File: config.mk
export PLATFORM = sky130hd
export DESIGN_NAME = servo_pwm_flat
export DESIGN_NICKNAME = d
export VERILOG_FILES = /design/src/rtl/pc2drone_pkg.sv /design/src/rtl/servo_pwm_if.sv /design/src/rtl/pwm_frame_timer.sv /design/src/rtl/servo_pwm.sv /design/src/flat_wrapper.sv
export SDC_FILE = /design/constraint.sdc
export NUM_CORES = 1
export LEC_CHECK = 0
export CAP_MARGIN = 20
export CORE_ASPECT_RATIO = 1.75
export CORE_MARGIN = 1.5
export CORE_UTILIZATION = 40
export CTS_CLUSTER_DIAMETER = 60
export DETAILED_ROUTE_END_ITERATION = 8
export GPL_TIMING_DRIVEN = 0
export PLACE_DENSITY_LB_ADDON = 0.12
export SETUP_SLACK_MARGIN = 0.02
export SLEW_MARGIN = 5
export SYNTH_ARGS = -nofsm -noshare
export SYNTH_HDL_FRONTEND = slang
export SYNTH_SLANG_ARGS = --single-unit
File: constraint.sdc
create_clock -name clk -period 3.7 [get_ports clk]
set_input_delay 0.37 -clock clk [delete_from_list [all_inputs] [get_ports clk]]
set_output_delay 0.37 -clock clk [all_outputs]
set_load 0.05 [all_outputs]
File: src/rtl/pc2drone_pkg.sv
// pc2drone_pkg: shared types and default timing for the Pc2Drone PWM path
//   WIDTH_BITS  - width of a scaled pulse-width sample
//   CNT_BITS    - width of the PWM frame counter
//   pwm_state_t - IDLE/HIGH/LOW servo_pwm state encoding
//   DEF_*       - 12 MHz clock defaults: 20 ms frame, 1 ms base pulse
package pc2drone_pkg;
  localparam int unsigned WIDTH_BITS = 15;
  localparam int unsigned CNT_BITS = 18;
  typedef logic [WIDTH_BITS-1:0] width_t;
  typedef enum logic [1:0] {IDLE, HIGH, LOW} pwm_state_t;
  localparam int unsigned CLK_HZ = 12_000_000;
  localparam int unsigned DEF_PERIOD_CYCLES = CLK_HZ / 50;
  localparam int unsigned DEF_BASE_CYCLES = CLK_HZ / 1000;
  localparam int unsigned DEF_MAX_WIDTH = 12288;
  localparam int unsigned DEF_NEUTRAL_WIDTH = 6144;
  localparam int unsigned DEF_TIMEOUT_FRAMES = 25;
endpackage

File: src/rtl/servo_pwm_if.sv
// servo_pwm_if: scaled pulse-width sample stream into servo_pwm
//   sink_data_valid - single-cycle strobe qualifying sink_data
//   sink_data       - scaled width in clock cycles
//   master drives the stream, slave (servo_pwm) consumes it; no backpressure
interface servo_pwm_if;
  import pc2drone_pkg::*;
  logic sink_data_valid;
  width_t sink_data;
  modport master (output sink_data_valid, sink_data);
  modport slave (input sink_data_valid, sink_data);
endinterface

File: src/rtl/pwm_frame_timer.sv
// pwm_frame_timer: PWM frame counter with wrap plus end-of-pulse/end-of-frame compares
//   clk, reset - clock and synchronous active-low reset
//   hold       - keeps the counter at 0 (idle)
//   width      - active width added to the base pulse
//   pulse_end  - last high cycle of the pulse
//   frame_end  - last cycle of the frame
module pwm_frame_timer
  import pc2drone_pkg::*;
#(
  parameter int unsigned PERIOD_CYCLES = DEF_PERIOD_CYCLES,
  parameter int unsigned BASE_CYCLES = DEF_BASE_CYCLES
) (
  input  logic   clk,
  input  logic   reset,
  input  logic   hold,
  input  width_t width,
  output logic   pulse_end,
  output logic   frame_end
);
  logic [CNT_BITS-1:0] cnt;
  assign frame_end = cnt == CNT_BITS'(PERIOD_CYCLES - 1);
  // 18-bit sum: base plus a full 15-bit width cannot overflow
  assign pulse_end = cnt == CNT_BITS'(BASE_CYCLES) + CNT_BITS'(width) - CNT_BITS'(1);
  always_ff @(posedge clk)
    if (!reset) cnt <= '0;
    else cnt <= (hold || frame_end) ? '0 : cnt + CNT_BITS'(1);
endmodule

File: src/rtl/servo_pwm.sv
// servo_pwm: RC servo/ESC pulse generator with double-buffered width samples
//   clk, reset  - clock and synchronous active-low reset
//   enable      - output enable, honoured only at frame boundaries
//   sink        - servo_pwm_if.slave sample stream (clamped to MAX_WIDTH)
//   pwm_out     - registered pulse, high for BASE_CYCLES + active width
//   frame_start - one-cycle strobe on frame cycle 0
//   failsafe    - neutral width substituted (only with PWM_FAILSAFE_EN defined)
module servo_pwm
  import pc2drone_pkg::*;
#(
  parameter int unsigned PERIOD_CYCLES = DEF_PERIOD_CYCLES,
  parameter int unsigned BASE_CYCLES = DEF_BASE_CYCLES,
  parameter int unsigned MAX_WIDTH = DEF_MAX_WIDTH,
  parameter int unsigned NEUTRAL_WIDTH = DEF_NEUTRAL_WIDTH,
  parameter int unsigned TIMEOUT_FRAMES = DEF_TIMEOUT_FRAMES
) (
  input  logic         clk,
  input  logic         reset,
  input  logic         enable,
  servo_pwm_if.slave   sink,
  output logic         pwm_out,
  output logic         frame_start,
  output logic         failsafe
);
`ifdef PWM_FAILSAFE_EN
  localparam width_t RST_WIDTH = width_t'(NEUTRAL_WIDTH);
`else
  localparam width_t RST_WIDTH = '0;
`endif
  pwm_state_t state, state_n;
  width_t pending, pending_n, active, clamped;
  logic load, pulse_end, frame_end;
  assign clamped = sink.sink_data > width_t'(MAX_WIDTH) ? width_t'(MAX_WIDTH) : sink.sink_data;
  pwm_frame_timer #(.PERIOD_CYCLES(PERIOD_CYCLES), .BASE_CYCLES(BASE_CYCLES)) u_timer (
    .clk(clk),
    .reset(reset),
    .hold(state == IDLE),
    .width(active),
    .pulse_end(pulse_end),
    .frame_end(frame_end)
  );
  always_comb begin
    state_n = state;
    state_n = state == IDLE ? (enable ? HIGH : IDLE)
            : state == HIGH ? (pulse_end ? LOW : HIGH)
            : frame_end ? (enable ? HIGH : IDLE) : LOW;
    load = state_n == HIGH && state != HIGH;
  end
  always_ff @(posedge clk)
    if (!reset) begin
      state <= IDLE;
      pwm_out <= 1'b0;
      frame_start <= 1'b0;
      active <= RST_WIDTH;
      pending <= RST_WIDTH;
    end else begin
      state <= state_n;
      pwm_out <= state_n == HIGH;
      frame_start <= load;
      if (load) active <= pending;
      pending <= pending_n;
    end
`ifdef PWM_FAILSAFE_EN
  logic [7:0] tcnt, tcnt_n;
  logic got, fs;
  // got remembers a sample since the last load; a sample on the load edge counts for the next frame
  always_comb begin
    tcnt_n = tcnt;
    tcnt_n = sink.sink_data_valid ? '0
           : (load && !got && tcnt != 8'(TIMEOUT_FRAMES)) ? tcnt + 8'd1 : tcnt;
    pending_n = sink.sink_data_valid ? clamped
              : tcnt_n == 8'(TIMEOUT_FRAMES) ? width_t'(NEUTRAL_WIDTH) : pending;
  end
  always_ff @(posedge clk)
    if (!reset) begin
      tcnt <= '0;
      got <= 1'b0;
      fs <= 1'b0;
    end else begin
      tcnt <= tcnt_n;
      got <= sink.sink_data_valid || (got && !load);
      fs <= !sink.sink_data_valid && (fs || tcnt_n == 8'(TIMEOUT_FRAMES));
    end
  assign failsafe = fs;
`else
  logic unused_cfg;
  assign unused_cfg = NEUTRAL_WIDTH != TIMEOUT_FRAMES;
  assign pending_n = sink.sink_data_valid ? clamped : pending;
  assign failsafe = 1'b0;
`endif
endmodule

File: src/flat_wrapper.sv
// flat-port wrapper written by rule: the top's interface ports become plain ports
module servo_pwm_flat import pc2drone_pkg::*;
#(
  parameter int unsigned PERIOD_CYCLES = DEF_PERIOD_CYCLES,
  parameter int unsigned BASE_CYCLES = DEF_BASE_CYCLES,
  parameter int unsigned MAX_WIDTH = DEF_MAX_WIDTH,
  parameter int unsigned NEUTRAL_WIDTH = DEF_NEUTRAL_WIDTH,
  parameter int unsigned TIMEOUT_FRAMES = DEF_TIMEOUT_FRAMES
)
  (clk, reset, enable, pwm_out, frame_start, failsafe, sink_sink_data_valid, sink_sink_data);
  servo_pwm_if sink_i ();
  input  logic clk;
  input  logic reset;
  input  logic enable;
  output logic pwm_out;
  output logic frame_start;
  output logic failsafe;
  input wire logic [$bits(sink_i.sink_data_valid)-1:0] sink_sink_data_valid;
  input wire logic [$bits(sink_i.sink_data)-1:0] sink_sink_data;
  assign sink_i.sink_data_valid = sink_sink_data_valid;
  assign sink_i.sink_data = sink_sink_data;
  servo_pwm #(.PERIOD_CYCLES(PERIOD_CYCLES), .BASE_CYCLES(BASE_CYCLES), .MAX_WIDTH(MAX_WIDTH), .NEUTRAL_WIDTH(NEUTRAL_WIDTH), .TIMEOUT_FRAMES(TIMEOUT_FRAMES)) u_core (.clk(clk), .reset(reset), .enable(enable), .sink(sink_i), .pwm_out(pwm_out), .frame_start(frame_start), .failsafe(failsafe));
endmodule
==> impl_results.md, run 1 <==
- Relative slew slack: 59.1%
- Minimum clock period: 2.49 ns
- Xor and xnor area share after synthesis: 11.3%
- Simple-gate area share of the yosys netlist: 22.4%
- Crit. End Element: flop
- Mapped Cells: 283
- Final hold violations: 0
- Post-CTS Setup Bufs: 0
- Source of the worst register-to-register timing path: u_core.active[0]$_SDFFE_PN0P_
- Gp weighted congestion: 0.820
- Final Total Pwr: 1070 uW
- Synth Cell Area: 2550 um2
- Avg WL per Cell: 14.2 um
- Startpoint Class: flop
- CTS Hold Buffers Added: 0
- Top cells by area, synth: dfxtp_1, nor2_1, xnor2_1
- HP Start: u_core.pending[14]$_SDFFE_PN0P_
- Area leader, netlist: dfxtp_1
- Part of the cycle the worst path needs: 67.2%
- CP required: 3.90 ns
- Core region area: 6180 um2
- Die area: 6890 um2
- Combinational fraction of design power: 9.1%
- Total gr overflow: 0
- Final wirelength: 5550 um
- RSZ-0062 raised after global routing: no
- Fmax: 402 MHz
- Crit Path Max Fanout: 5
- Worst Reg-to-Reg Cells: 9
- Share of the synthesized area in the top cell type: 40.8%
- Syn Area/Cell: 9.02 um2
- Synth Area in Adders: 0.980%
- Via density: 5.23
- GRT Overall Usage: 17.8%
- Largest net degree at the start of global routing: 16
- Synth cell types: 51
- R2R Setup Slk: 1.21 ns
- TritonCTS Buffers: 5
- CTS tree: done
- Routed Antenna Nets: 0
- Sequential fraction of design power: 54.5%
- I/O pins: 22
- Seq cells post-synth: 52
- Num rows: 38
- Hold Path End: u_core.pending[14]$_SDFFE_PN0P_
- Maxcap violations: 0
- Reg2Reg Capture Point: u_core.pwm_out$_SDFF_PN0_
- Post-synthesis sequential area ratio: 40.8%
- PD cells: 361 nW/um2
- Cell count of the worst hold path: 1
- First-pass GRT wire length: 9440 um
- Final setup viols: 0
- Chip Height: 109 um
- Hold Path Class: flop to flop
- Crit path kind: flop to flop
- Ant. Diodes: 0
- Asr flop ratio synth: 0%
- Largest family of logic cells by synthesized area: simple AND/OR/NAND/NOR gates
- Worst skew pair latency: 0.31 ns
- Fin Setup TNS: 0 ns
- Worst hold margin: 0.480 ns
- Port bufs: 20
- H-tree depth: 2
- Vias in the first global route: 1972
- Clock share of power: 36.4%
- Initial Util: 41.3%
- Synth top cells by count: dfxtp_1, nor2_1, xnor2_1
- Total Nets Final: 331
- Routed via count: 2046
- DRT Pass-1 Iters: 4
- Arrival time worst endpoint: 2.69 ns
- Die width: 63.4 um
- Status: finished, final reports clean
- Slew @ Worst Pin: 0.611 ns
- Switching fraction of total power: 23.2%
- Root buf cell: clkbuf_8
- Max IR drop VDD: 0.000311 V
- Post-CTS Resized: 0
- Layout area overhead: 16.0%
- Compound-Gate Fraction of Synth Area: 13.9%
- Synth warn: 0
- Buffer depth of the longest clock path: 2
- Clock Sinks: 52
- Proportion of synthesized area in mux cells: 6.71%
- Clock-pin slew on the worst setup and hold paths: 0.09 ns
- Syn Nets: 304
- Starting DRT DRC Count: 72
- Most numerous cell in the Yosys netlist: dfxtp_1
- Initial antenna violation count: 0
- Main synth FF type: dfxtp_1
- Net Switching: 247 uW
- DR DRC count: 0
- Setup Skew: 0.00303 ns
- P_int: 821 uW
- Share of layout cells above drive strength 1: 7.07%
- Leak: 0.00109 uW
- Max Slew Vio Count: 0
- Post-synth EDFFs: 0
- DPL Wire Length: 4290 um
==> power groups by stage <==
stage	clock [uW]	combinational (uW)	sequential (uW)
2_1_floorplan	0	55.2	597
3_3_place_gp	0	97.9	595
3_5_place_dp	0	98.4	595
4_1_cts	402	98.7	582
5_1_grt	418	108	584
6_report	389	97.2	582
==> worst max-delay path, cell delays in order, from the launching register on <==
cell and delay, ns:
dfxtp_1 0.37, inv_1 0.07, ha_1 0.24, nor4b_4 0.33
o21ai_1 0.17, a21oi_2 0.24, mux2_1 0.34, nor3_1 0.18
o2111ai_2 0.20, and3_1 0.23
==> registers in the layout, summed over array words and instances, names as in the netlist <==
name and count:
u_core.u_timer.cnt 18, u_core.pending 15, u_core.frame_start 1, u_core.active 15
u_core.state 2, u_core.pwm_out 1
==> cell usage in the layout, fill, tap and decap left out, types with 2 or more instances in the layout <==
cell type,count
clkbuf_8,5
nor3_1,8
or3_1,2
a21oi_1,8
ha_1,2
o2111ai_1,2
clkdlybuf4s50_1,20
nand4_1,2
buf_4,3
xnor2_1,21
xor2_1,12
mux2i_1,16
clkbuf_1,8
nor4_1,4
o21ai_0,9
nand3_1,10
dfxtp_1,52
nand2_1,16
a22o_1,12
inv_1,6
and2_1,3
nand4b_1,2
and3_1,6
nor2_1,51
==> through the flow <==
step / instances / setup slack, ns / util (%) / area [um2]
floorplan: 283 / 1.56 / - / 2550
global placement: 383 / 0.982 / 46.2 / 2850
detailed placement: 383 / 1.01 / 46.2 / 2850
CTS: 391 / 1.17 / 47.9 / 2960
global route: 391 / 0.892 / 47.9 / 2960
finish: 391 / 1.21 / 47.9 / 2960
==> layout make-up <==
| cell class | instances | area, um2 |
|---|---|---|
| fillers | 632 | 3220 |
| clock buffers | 6 | 72.6 |
| multi-input cells | 211 | 1420 |
| clock inverters | 2 | 35.0 |
| inverters | 7 | 26.3 |
| flip-flops and latches | 52 | 1040 |
| well taps | 80 | 100 |
| plain buffers | 13 | 70.1 |
| repair buffers | 20 | 200 |
==> how the worst max path moves through the flow <==
| stage | start | end | cells after the start |
|---|---|---|---|
| finish | u_core.active[0]$_SDFFE_PN0P_ | u_core.pwm_out$_SDFF_PN0_ | 9 |
| global route | u_core.active[0]$_SDFFE_PN0P_ | u_core.pwm_out$_SDFF_PN0_ | 9 |
| CTS | u_core.active[0]$_SDFFE_PN0P_ | u_core.pwm_out$_SDFF_PN0_ | 9 |
| detailed placement | sink_sink_data[7] | u_core.pending[7]$_SDFFE_PN0P_ | 6 |
| global placement | sink_sink_data[7] | u_core.pending[5]$_SDFFE_PN0P_ | 6 |
| floorplan | u_core.active[0]$_SDFFE_PN0P_ | u_core.pwm_out$_SDFF_PN0_ | 9 |
==> cells by family after synthesis <==
group / Yosys count
muxes: 17
AOI/OAI and AO/OA: 46
DFF: 52
adders and majority gates: 2
buffers and inverters: 20
xor gates and xnor gates: 33
and+or+nand+nor: 112
other: 1
==> metal layers <==
metal | part of all wire [%] | vias to the layer above | wire length, um | global-route usage (%)
met1 | 40 | 957 | 2250 | 18.8
met5 | 0 | - | 0 | 0
met2 | 54 | 31 | 3020 | 33.5
met3 | 2.3 | 9 | 127 | 3.51
li1 | - | 1049 | - | -
met4 | 2.9 | 0 | 159 | 8.23
Power figures use the tool's default switching activity.
==> run 2: changes to the inputs <==
==> constraint.sdc (replaced) <==
create_clock -name clk -period 2.15 [get_ports clk]
set_input_delay 0.215 -clock clk [delete_from_list [all_inputs] [get_ports clk]]
set_output_delay 0.215 -clock clk [all_outputs]
set_load 0.05 [all_outputs]
==> run 2 against run 1 <==
Against the previous run:
- critical path depth is the same
- sequential share of layout area is 1.8 points lower
- final cell count increased by 1.8%
- via count is 0.93% higher
- maximum frequency increased by 16%
- final area is 6.9% higher
- non-clock buffer count increased by 7
- critical endpoint is now u_core.state[0]$_SDFF_PN0_
- largest cell class unchanged
==> impl_results.md, run 2 (same netlist as run 1, synthesis figures left out) <==
- Die width: 63.4 um
- First-pass GRT wire length: 9630 um
- Fmax: 468 MHz
- Crit. End Element: flop
- Source of the worst register-to-register timing path: u_core.active[0]$_SDFFE_PN0P_
- Startpoint Class: flop
- Ant. Diodes: 0
- Final Core Density: 51.2%
- Num rows: 38
- Max IR drop VDD: 0.000584 V
- Buffer depth of the longest clock path: 2
- Top Registers: u_core.u_timer.cnt: 18 flops, u_core.active: 15 flops, u_core.pending: 15 flops
- Final hold violations: 0
- Crit-path cells: inv_2 > ha_4 > nor4b_4 > o21ai_2 > a21oi_2 > mux2_4 > nor3_4 > o2111ai_2 > and3_1
- Starting DRT DRC Count: 27
- Part of the cycle the worst path needs: 99.3%
- Vias in the first global route: 2015
- Die area: 6890 um2
- DPL Wire Length: 4370 um
- Clock Sinks: 52
- Total Nets Final: 338
- Maxcap violations: 0
- Share of layout cells above drive strength 1: 18.9%
- Leak: 0.00117 uW
- Total gr overflow: 0
- Fin Setup TNS: 0 ns
- Worst hold margin: 0.477 ns
- Avg WL per Cell: 14.6 um
- Arrival time worst endpoint: 2.35 ns
- Root buf cell: clkbuf_8
- Chip Height: 109 um
- CP startpoint: u_core.active[0]$_SDFFE_PN0P_
- Minimum clock period: 2.14 ns
- Final setup viols: 0
- I/O pins: 22
- Placed instance area: 2860 um2
- HP Start: u_core.pending[14]$_SDFFE_PN0P_
- Buffers & Inverters on Critical Path: 1
- RSZ-0062 raised after global routing: yes
- Hold Path Class: flop to flop
- Routed via count: 2065
- Initial Util: 41.3%
- Commonest non-fill, non-tap cell in the layout: nor2_1
- Via density: 5.19
- Initial antenna violation count: 0
- Design area: 3170 um2
- Most frequent cells in the layout: nor2_1, dfxtp_1, xnor2_1
- PD cells: 601 nW/um2
- H-tree depth: 2
- CTS Hold Buffers Added: 0
- Layout area overhead: 24.0%
- CP required: 2.37 ns
- Worst skew pair latency: 0.31 ns
- DR DRC count: 0
- DRT Pass-1 Iters: 4
- CTS tree: done
- Routed Antenna Nets: 0
- Slew @ Worst Pin: 0.502 ns
- Max reg flops: 18
- Min setup slack post-route: 0.0149 ns
- Max Slew Vio Count: 0
- Status: finished, final reports clean
- Port bufs: 20
- Crit path max-delay family: simple AND/OR/NAND/NOR gates
- Clock-pin slew on the worst setup and hold paths: 0.09 ns
- Crit Path Max Fanout: 3
- Crit path kind: flop to flop
- Pre-CTS WS: -0.366 ns
- GRT Overall Usage: 18.1%
- Gp weighted congestion: 0.805
- Largest net degree at the start of global routing: 17
- Final wirelength: 5810 um
- Relative slew slack: 66.4%
- TritonCTS Buffers: 5
- Max stage delay on crit path: 0.35 ns
- Core region area: 6180 um2
- Setup Skew: 0.00299 ns
- Largest Register: u_core.u_timer.cnt
- Slowest stage cell, crit path: dfxtp_4
[run 2: cell count changes in the layout (fill, tap and decap cells not counted), moves of 3 or more]
cell / previous run / this run
dfxtp_2: 0 / 8
nor3_1: 8 / 5
dfxtp_1: 52 / 43
clkbuf_1: 8 / 4
buf_4: 3 / 12
[run 2: path summary, 6_finish.rpt]
check	endpoint	slack, ns	depth (start not counted)
hold / removal	u_core.pending[14]$_SDFFE_PN0P_	0.48	1
setup / recovery	u_core.state[0]$_SDFF_PN0_	0.01	9
setup reg to reg	u_core.state[0]$_SDFF_PN0_	0.01	9
hold reg to reg	u_core.pending[14]$_SDFFE_PN0P_	0.48	1
[run 2: metrics by stage]
step,std cells,power (uW)
finish,398,1900
global route,398,1980
CTS,399,1920
detailed placement,383,1190
global placement,383,1190
floorplan,283,1120
[run 2: layout make-up]
cell class | count | area [um2]
plain buffers | 11 | 70.1
clock buffers | 6 | 82.6
clock inverters | 2 | 38.8
fillers | 628 | 3020
inverters | 7 | 26.3
multi-input cells | 211 | 1530
flip-flops and latches | 52 | 1050
well taps | 80 | 100
repair buffers | 29 | 268
[run 2: per-layer routing]
metal / routed length, um / global-route usage, %
met1: 2250 / 18.2
met5: 0 / 0
met2: 3320 / 35.4
met3: 119 / 3.61
met4: 109 / 7.61
[run 2: where the power goes]
part,internal (uW),switching (uW)
registers,983,19.3
clock network,381,332
logic,95.5,93.1
total,1460,444
[run 2: timing repair]
| action | 4_1_cts | 5_1_grt |
|---|---|---|
| pin swaps | 13 | 9 |
| gates resized for setup | 16 | 19 |
| buffers inserted | 8 | 1 |
| endpoints found under the setup margin | 22 | 37 |
==> run 3: changes to the inputs <==
==> constraint.sdc (replaced) <==
create_clock -name clk -period 2.51 [get_ports clk]
set_input_delay 0.251 -clock clk [delete_from_list [all_inputs] [get_ports clk]]
set_output_delay 0.251 -clock clk [all_outputs]
set_load 0.05 [all_outputs]
==> run 3 against run 2 <==
Against the previous run:
- final cell count shrank 1.3%
- clock skew is essentially flat
- global-route usage shrank 0.24 points
- critical path depth is the same
- largest power group unchanged
- largest cell class unchanged
- core utilization shrank 2.8 points
- sequential share of layout area grew 1.5 points
- register-to-register slack gained 0.14 ns
- first-iteration DRC count grew 93%
- sequential cell count is the same
- critical endpoint is now u_core.pwm_out$_SDFF_PN0_
- total power shrank 17%
- count of clock-buffer cells in the layout is the same
==> impl_results.md, run 3 (same netlist as run 1, synthesis figures left out) <==
- Status: finished, final reports clean
- DR DRC count: 0
- Final wirelength: 5560 um
- GRT Overall Usage: 17.9%
- Num rows: 38
- Most frequent cells in the layout: nor2_1, dfxtp_1, xnor2_1
- Crit. End Element: flop
- Part of the cycle the worst path needs: 93.6%
- Initial antenna violation count: 0
- DRT Pass-1 Iters: 4
- Slowest stage cell, crit path: dfxtp_2
- Share of layout cells above drive strength 1: 9.27%
- Fin cells: 393
- Top Registers: u_core.u_timer.cnt: 18 flops, u_core.active: 15 flops, u_core.pending: 15 flops
- Root buf cell: clkbuf_8
- Routed via count: 2059
- Final Core Density: 48.4%
- Gp weighted congestion: 0.820
- Final setup viols: 0
- TritonCTS Buffers: 5
- Crit-path cells: inv_1 > ha_2 > nor4b_4 > buf_4 > or3_1 > a311o_1 > a21oi_1 > o2111ai_2 > and3_1
- Max Slew Vio Count: 0
- Crit path kind: flop to flop
- Fin Setup TNS: 0 ns
- Buffers & Inverters on Critical Path: 2
- Port bufs: 20
- Minimum clock period: 2.35 ns
- DPL Wire Length: 4290 um
- RSZ-0062 raised after global routing: no
- Worst skew pair latency: 0.31 ns
- Arrival time worst endpoint: 2.55 ns
- Avg WL per Cell: 14.2 um
- Final Total Pwr: 1580 uW
- H-tree depth: 2
- Ant. Diodes: 0
- Routed Antenna Nets: 0
- Clock Sinks: 52
- Max IR drop VDD: 0.000458 V
- Max reg flops: 18
- Largest Register: u_core.u_timer.cnt
- Commonest non-fill, non-tap cell in the layout: nor2_1
- Placed Instances: 383
- Setup Skew: 0.00300 ns
- First-pass GRT wire length: 9470 um
- Chip Height: 109 um
- I/O pins: 22
- Buffer depth of the longest clock path: 2
- Worst hold margin: 0.480 ns
- Layout area overhead: 17.2%
- Vias in the first global route: 1980
- Die width: 63.4 um
- Hold Path Class: flop to flop
- Relative slew slack: 59.2%
- Maxcap violations: 0
- CP required: 2.71 ns
- Initial Util: 41.3%
- Clock-pin slew on the worst setup and hold paths: 0.09 ns
- Crit path max-delay family: compound AO/OA/AOI/OAI gates
- Total gr overflow: 0
- Die area: 6890 um2
- Leak: 0.00110 uW
- PD cells: 527 nW/um2
- Total Nets Final: 333
- Starting DRT DRC Count: 52
- Slew @ Worst Pin: 0.609 ns
- Startpoint Class: flop
- Largest net degree at the start of global routing: 16
- CTS tree: done
- Fmax: 425 MHz
- CTS Hold Buffers Added: 0
- Max stage delay on crit path: 0.38 ns
- Crit Path Max Fanout: 5
- Final hold violations: 0
- Core region area: 6180 um2
- Via density: 5.24
[run 3: path summary, 6_finish.rpt]
path | end | cells past startpoint | startpoint | slack (ns)
min | u_core.pending[14]$_SDFFE_PN0P_ | 1 | u_core.pending[14]$_SDFFE_PN0P_ | 0.48
max | u_core.pwm_out$_SDFF_PN0_ | 9 | u_core.active[0]$_SDFFE_PN0P_ | 0.16
max reg2reg | u_core.pwm_out$_SDFF_PN0_ | 9 | u_core.active[0]$_SDFFE_PN0P_ | 0.16
min reg2reg | u_core.pending[14]$_SDFFE_PN0P_ | 1 | u_core.pending[14]$_SDFFE_PN0P_ | 0.48
[run 3: final cells by class]
| cell class | count | area [um2] |
|---|---|---|
| Fill cell | 628 | 3190 |
| Clock inverter | 2 | 35.0 |
| Inverter | 7 | 26.3 |
| Sequential cell | 52 | 1040 |
| Buffer | 13 | 70.1 |
| Tap cell | 80 | 100 |
| Clock buffer | 6 | 72.6 |
| Timing Repair Buffer | 22 | 215 |
| Multi-Input combinational cell | 211 | 1430 |
[run 3: metrics by stage]
| stage | area, um2 | setup WS [ns] |
|---|---|---|
| 2_1_floorplan | 2550 | 0.369 |
| 3_3_place_gp | 2850 | -0.0893 |
| 3_5_place_dp | 2850 | -0.0645 |
| 4_1_cts | 2970 | 0.0710 |
| 5_1_grt | 2990 | 0.0396 |
| 6_report | 2990 | 0.160 |
[run 3: what timing repair did]
action / CTS / global route
resized for setup: 1 / 5
setup endpoints to repair: 1 / 3
pin swaps: 0 / 1
cloned: 0 / 0
setup buffers: 1 / 1
[run 3: layer usage]
metal	wire length [um]	track usage (%)
met1	2230	18.9
met2	3030	33.5
met3	136	3.51
met4	159	8.23
met5	0	0
[run 3: report_power, final]
part           internal [uW]  switching (uW)  total [uW]
Clock                    296             275         571
Sequential               843            16.1         859
Combinational           73.4            73.1         147
